## config.mk

```make
export PLATFORM = sky130hd
export DESIGN_NAME = mult_pipe
export DESIGN_NICKNAME = d
export VERILOG_FILES = /design/src/rtl/mult_pipe_pkg.sv /design/src/rtl/mult_stage_reg.sv /design/src/rtl/mult_pipe.sv
export SDC_FILE = /design/constraint.sdc
export NUM_CORES = 2
export LEC_CHECK = 0
export CORE_MARGIN = 2
export CORE_UTILIZATION = 40
export DETAILED_ROUTE_END_ITERATION = 7
export PLACE_DENSITY_LB_ADDON = 0.1
export SETUP_SLACK_MARGIN = 0.5
export SYNTH_ARGS = -nofsm -noshare
export SYNTH_HDL_FRONTEND = slang
export SYNTH_HIERARCHICAL = 1
export SYNTH_SLANG_ARGS = --single-unit
```

## constraint.sdc

```tcl
create_clock -name clk -period 2.85 [get_ports clk]
set_clock_uncertainty 0.2 [all_clocks]
set_input_delay 0.4275 -clock clk [delete_from_list [all_inputs] [get_ports clk]]
set_output_delay 0.4275 -clock clk [all_outputs]
set_load 0.02 [all_outputs]
```

## src/rtl/mult_pipe_pkg.sv

```systemverilog
// Shared constants and types for the multiply execution pipeline.
package mult_pipe_pkg;

  localparam int DATA_W_DEF = 32;
  localparam int ADDR_W_DEF = 5;
  localparam int MIN_STAGES = 2;
  localparam int MAX_STAGES = 8;

  typedef struct packed {
    logic zero;
    logic overflow;
  } mult_flags_t;

endpackage

```

## src/rtl/mult_stage_reg.sv

```systemverilog
// One pipeline slice: valid, writeback control and a generic payload.
module mult_stage_reg #(
  parameter int ADDR_W = 5,
  parameter int PAY_W  = 64
) (
  input  logic              clk,
  input  logic              rst,
  input  logic              stall,
  input  logic              flush,
  input  logic              valid_d,
  input  logic              regwrite_d,
  input  logic [ADDR_W-1:0] wreg_d,
  input  logic [PAY_W-1:0]  payload_d,
  output logic              valid_q,
  output logic              regwrite_q,
  output logic [ADDR_W-1:0] wreg_q,
  output logic [PAY_W-1:0]  payload_q
);

  // Flush only kills the control bits; stale payload is harmless once valid is low.
  always_ff @(posedge clk or posedge rst) begin
    if (rst) begin
      valid_q    <= 1'b0;
      regwrite_q <= 1'b0;
      wreg_q     <= '0;
      payload_q  <= '0;
    end else if (flush) begin
      valid_q    <= 1'b0;
      regwrite_q <= 1'b0;
    end else if (!stall) begin
      valid_q    <= valid_d;
      regwrite_q <= regwrite_d;
      wreg_q     <= wreg_d;
      payload_q  <= payload_d;
    end
  end

endmodule

```

## src/rtl/mult_pipe.sv

```systemverilog
// Configurable-depth multiply pipeline with zero/overflow flags and hazard taps.
module mult_pipe
  import mult_pipe_pkg::*;
#(
  parameter int DATA_W = DATA_W_DEF,
  parameter int ADDR_W = ADDR_W_DEF,
  parameter int STAGES = 4
) (
  input  logic                     clk,
  input  logic                     rst,
  input  logic                     valid_in,
  input  logic                     signed_in,
  input  logic [DATA_W-1:0]        opa,
  input  logic [DATA_W-1:0]        opb,
  input  logic                     regwrite_in,
  input  logic [ADDR_W-1:0]        wreg_in,
  input  logic                     stall,
  input  logic                     flush,
  output logic                     ready,
  output logic                     valid_out,
  output logic                     regwrite_out,
  output logic [ADDR_W-1:0]        wreg_out,
  output logic [DATA_W-1:0]        result,
  output logic                     zero,
  output logic                     overflow,
  output logic [STAGES-1:0]        stage_valid,
  output logic [STAGES*ADDR_W-1:0] stage_wreg,
  output logic                     busy
);

  localparam int PROD_W = 2 * DATA_W;
  localparam int MID_W  = PROD_W + 1;
  localparam int OUT_W  = DATA_W + $bits(mult_flags_t);

  if (STAGES < MIN_STAGES || STAGES > MAX_STAGES) begin : g_bad_stages
    $fatal(1, "mult_pipe: STAGES=%0d outside legal range", STAGES);
  end

  logic [PROD_W-1:0] ext_a, ext_b, product;
  logic [STAGES-1:0] valid_q, regwrite_q;
  logic [ADDR_W-1:0] wreg_q [STAGES];
  logic [MID_W-1:0]  mid_q [STAGES-1];
  logic [OUT_W-1:0]  out_d, out_q;
  logic              last_sgn;
  logic [PROD_W-1:0] last_prod;
  mult_flags_t       flags_d, flags_q;

  // Extending both operands to 2*DATA_W makes one unsigned multiplier serve both modes.
  always_comb begin
    ext_a   = signed_in ? {{DATA_W{opa[DATA_W-1]}}, opa} : {{DATA_W{1'b0}}, opa};
    ext_b   = signed_in ? {{DATA_W{opb[DATA_W-1]}}, opb} : {{DATA_W{1'b0}}, opb};
    product = ext_a * ext_b;
  end

  for (genvar gi = 0; gi < STAGES - 1; gi++) begin : g_mid
    logic              v_d, rw_d;
    logic [ADDR_W-1:0] w_d;
    logic [MID_W-1:0]  p_d;
    if (gi == 0) begin : g_first
      assign {v_d, rw_d, w_d, p_d} = {valid_in, regwrite_in, wreg_in, signed_in, product};
    end else begin : g_next
      assign {v_d, rw_d, w_d, p_d} = {valid_q[gi-1], regwrite_q[gi-1], wreg_q[gi-1], mid_q[gi-1]};
    end
    mult_stage_reg #(.ADDR_W(ADDR_W), .PAY_W(MID_W)) u_slice (
      .clk(clk), .rst(rst), .stall(stall), .flush(flush),
      .valid_d(v_d), .regwrite_d(rw_d), .wreg_d(w_d), .payload_d(p_d),
      .valid_q(valid_q[gi]), .regwrite_q(regwrite_q[gi]),
      .wreg_q(wreg_q[gi]), .payload_q(mid_q[gi])
    );
  end

  // The signed flag rides with the product so overflow can be judged just before the output register.
  always_comb begin
    last_sgn         = mid_q[STAGES-2][PROD_W];
    last_prod        = mid_q[STAGES-2][PROD_W-1:0];
    flags_d.zero     = (last_prod[DATA_W-1:0] == '0);
    flags_d.overflow = last_sgn ? (last_prod[PROD_W-1:DATA_W] != {DATA_W{last_prod[DATA_W-1]}})
                                : (|last_prod[PROD_W-1:DATA_W]);
    out_d            = {flags_d, last_prod[DATA_W-1:0]};
  end

  mult_stage_reg #(.ADDR_W(ADDR_W), .PAY_W(OUT_W)) u_out (
    .clk(clk), .rst(rst), .stall(stall), .flush(flush),
    .valid_d(valid_q[STAGES-2]), .regwrite_d(regwrite_q[STAGES-2]),
    .wreg_d(wreg_q[STAGES-2]), .payload_d(out_d),
    .valid_q(valid_q[STAGES-1]), .regwrite_q(regwrite_q[STAGES-1]),
    .wreg_q(wreg_q[STAGES-1]), .payload_q(out_q)
  );

  for (genvar gi = 0; gi < STAGES; gi++) begin : g_taps
    assign stage_wreg[gi*ADDR_W +: ADDR_W] = wreg_q[gi];
  end

  assign flags_q      = out_q[OUT_W-1:DATA_W];
  assign ready        = ~stall;
  assign valid_out    = valid_q[STAGES-1];
  assign regwrite_out = regwrite_q[STAGES-1] & valid_out;
  assign wreg_out     = wreg_q[STAGES-1];
  assign result       = out_q[DATA_W-1:0];
  assign zero         = flags_q.zero & valid_out;
  assign overflow     = flags_q.overflow & valid_out;
  assign stage_valid  = valid_q;
  assign busy         = |valid_q;

endmodule

```

==> metrics.txt <==
ys async rst share 100%; largest net degree at the start of global routing 73; Skew-Pair Late Insertion Delay 0.53 ns; max_cap viols 0; failing checks design-rule violations, negative setup slack; crit path DAT 9.02 ns; #FFs+latches synth between 200 and 300; Vias per Instance 4.88; clk sink count 257; sequential share of the synthesized area 11.1%; Post-synth EDFFs 0; CP Capture Type flop; worst reg2reg path depth 5; first-pass GRT wire length ~290 mm; Hold Crit Start regwrite_in; Clock transition at path regs about 0.07 ns; All-Layer GR Usage about a quarter; Final Max Slew Viols 0; Critical-path top delay cell fa_2; Final Hold Fails 0; Hold Buf Count CTS 0; Die ar. between 100000 and 150000 um2; RSZ-0062 raised after global routing true; final core utilization a little over half; CORE AREA 144000 um2; GR Overflow Total 0; top cells by area, synth fa_1 49%, dfrtp_1 11%, inv_1 9.9%; Die Width roughly 380 um; Hold/Removal Path Class input port to flop; status complete, but fails checks; Tmin final 8.81 ns; syn avg cell area just over 10 um2; Cells after DPL 8237; Total Wirelength 188 mm; hold depth 3; Routed WL per cell between 20 and 25 um; Crit Path Max Fanout 7; Antenna Nets Post-Route 0; Inserted Clock Buffers 24; Mapped Cells 5712; relative slew slack 51.0%; fmax 114 MHz; Cell Rows 139; DRC Markers 18; I/O pin count 143; dominant synthesized flop cell dfrtp_1; most frequent CP cell fa_2; DPL Wire Length 149 mm; Root Driver clkbuf_16; final worst setup slack -5.96 ns; Placer Congestion 0.904; Vias 41500; worst hold endpoint g_mid[0].u_slice/regwrite_q; reg-to-reg slack, setup 1.07 ns; # setup viols final 61; Crit Reg-Reg Startpoint g_mid[2].u_slice/payload_q[32]; initial DRC count 2025; Pre-antenna DRT Iters 7; synthesized area ~58000 um2; critical path's largest stage delay between 0.6 and 0.7 ns; worst slack at placement -7.21 ns; layout cell share with drive strength beyond 1 30.1%; Critical Path RT 3.07 ns; Tcrit/Tclk final 309%; initial antenna violation count 14; initial core utilization 40.3%; Area Growth Syn to Fin 29.4%; fin cells 8497; largest area contributor in the netlist fa_1; Unique masters post-synth 69; # nets final around 8400; IO buf count approximately 140; vias in the first global route between 40000 and 50000; CTS tree built; share of the synthesized area in the top cell type 48.9%; Slew @ Worst Pin between 0.7 and 0.8 ns; Net Count, Synth 7515; CP Class input port to flop; CTS Buffer Depth 3; H-tree depth 1; Die Y 384 um; startpoint type of the worst setup path input port; Yosys warning total 6; FF-to-FF End u_out/payload_q[32]; WHS between 0.2 and 0.3 ns
cells by family after synthesis:
group	count (synthesis)	share of synthesized area, %
fa+ha+maj	1728	55.7
xor+xnor	125	1.89
mux	258	5.18
simple gates	1331	11.7
compound gates	217	2.39
buf+inv	1796	12.1
flops	257	11.1
synth_stat cells (10+ instances only):
library cell  instances
inv_1              1529
fa_1               1414
nand2_1             567
and2_1              566
ha_1                313
dfrtp_1             257
mux2_2              221
clkbuf_1            217
xnor2_1              92
a21oi_1              76
nor2_1               68
xor2_1               33
and3_1               32
a21o_1               29
buf_6                28
mux2_4               28
o21ai_0              27
nand4_1              26
nor4_1               18
o21ai_1              16
nand3_1              14
nor3_1               10
critical path: cells and delay by family:
family                   cells  cell delay, ns
AO/OA/AOI/OAI                8            1.70
XOR/XNOR                     1            0.08
adder cells (fa/ha/maj)     11            5.34
buffers and inverters       10            0.91
multiplexers                 1            0.27
AND/OR/NAND/NOR              2            0.26
per-stage QoR:
stage	area, um2	setup TNS (ns)
global placement	68300	-355.16
floorplan	59700	-265.39
global route	74900	-299.41
finish	74900	-288.62
CTS	72300	-288.63
detailed placement	68300	-354.41
worst max-delay path by stage:
stage / startpoint / end / slack (ns) / cells after the start
2_1_floorplan: signed_in / g_mid[0].u_slice/payload_q[63] / -6.10 / 30
3_3_place_gp: signed_in / g_mid[0].u_slice/payload_q[63] / -7.12 / 30
3_5_place_dp: signed_in / g_mid[0].u_slice/payload_q[63] / -7.21 / 30
4_1_cts: signed_in / g_mid[0].u_slice/payload_q[63] / -5.97 / 30
5_1_grt: signed_in / g_mid[0].u_slice/payload_q[63] / -6.14 / 31
6_report: signed_in / g_mid[0].u_slice/payload_q[63] / -5.96 / 33
layout make-up:
type                            count  area [um2]
Inverter                         1529        5750
Tap cell                         1903        2380
Clock buffer                       40         771
Multi-Input combinational cell   3660       47700
Antenna cell                        6        15.0
Timing Repair Buffer             1099       11900
Fill cell                       13300       68700
Sequential cell                   257        6430
Clock inverter                      3        30.0
sequential cells by signal, indices dropped and copies added (netlist names):
| name | flops |
|---|---|
| u_out/wreg_q | 5 |
| g_mid.u_slice/regwrite_q | 3 |
| g_mid.u_slice/wreg_q | 15 |
| u_out/regwrite_q | 1 |
| g_mid.u_slice/valid_q | 3 |
| u_out/valid_q | 1 |
| u_out/payload_q | 34 |
| g_mid.u_slice/payload_q | 195 |
per-layer routing:
layer | global-route usage (%) | vias up | wire length [um]
met5 | 0 | - | 29
li1 | - | 18200 | -
met4 | 5.90 | 6 | 6010
met1 | 33.3 | 22000 | 76300
met3 | 2.25 | 271 | 8620
met2 | 47.1 | 944 | 96900
layout by cell type (no fill, tap or decap), types with 10 or more instances in the layout:
master,count
bufbuf_16,26
clkdlybuf4s50_1,75
xor2_1,26
and2_4,45
nor2_1,47
xnor2_1,82
nor2_2,15
clkbuf_8,11
inv_1,1394
ha_1,220
buf_8,21
clkbuf_2,10
ha_4,91
a21oi_4,23
buf_6,122
and2_1,523
a21oi_1,26
nand2_2,45
buf_2,26
nand2_1,495
and3_1,25
a21o_1,29
a21oi_2,31
buf_12,124
nor2_4,10
mux2_2,189
buf_4,644
nand4_1,26
mux2_4,60
buf_16,21
inv_2,131
dfrtp_1,256
nand2_4,27
nor4_1,18
fa_1,1269
clkbuf_16,38
fa_2,145
o21ai_2,23
timing repair:
item	4_1_cts	5_1_grt
pin swaps	248	313
cloned	41	14
resized for setup	512	547
buffers inserted	79	77
setup endpoints to repair	66	62
Power is not shown: default switching activity piles up to over one toggle a cycle in this logic, so the estimate is an artifact.
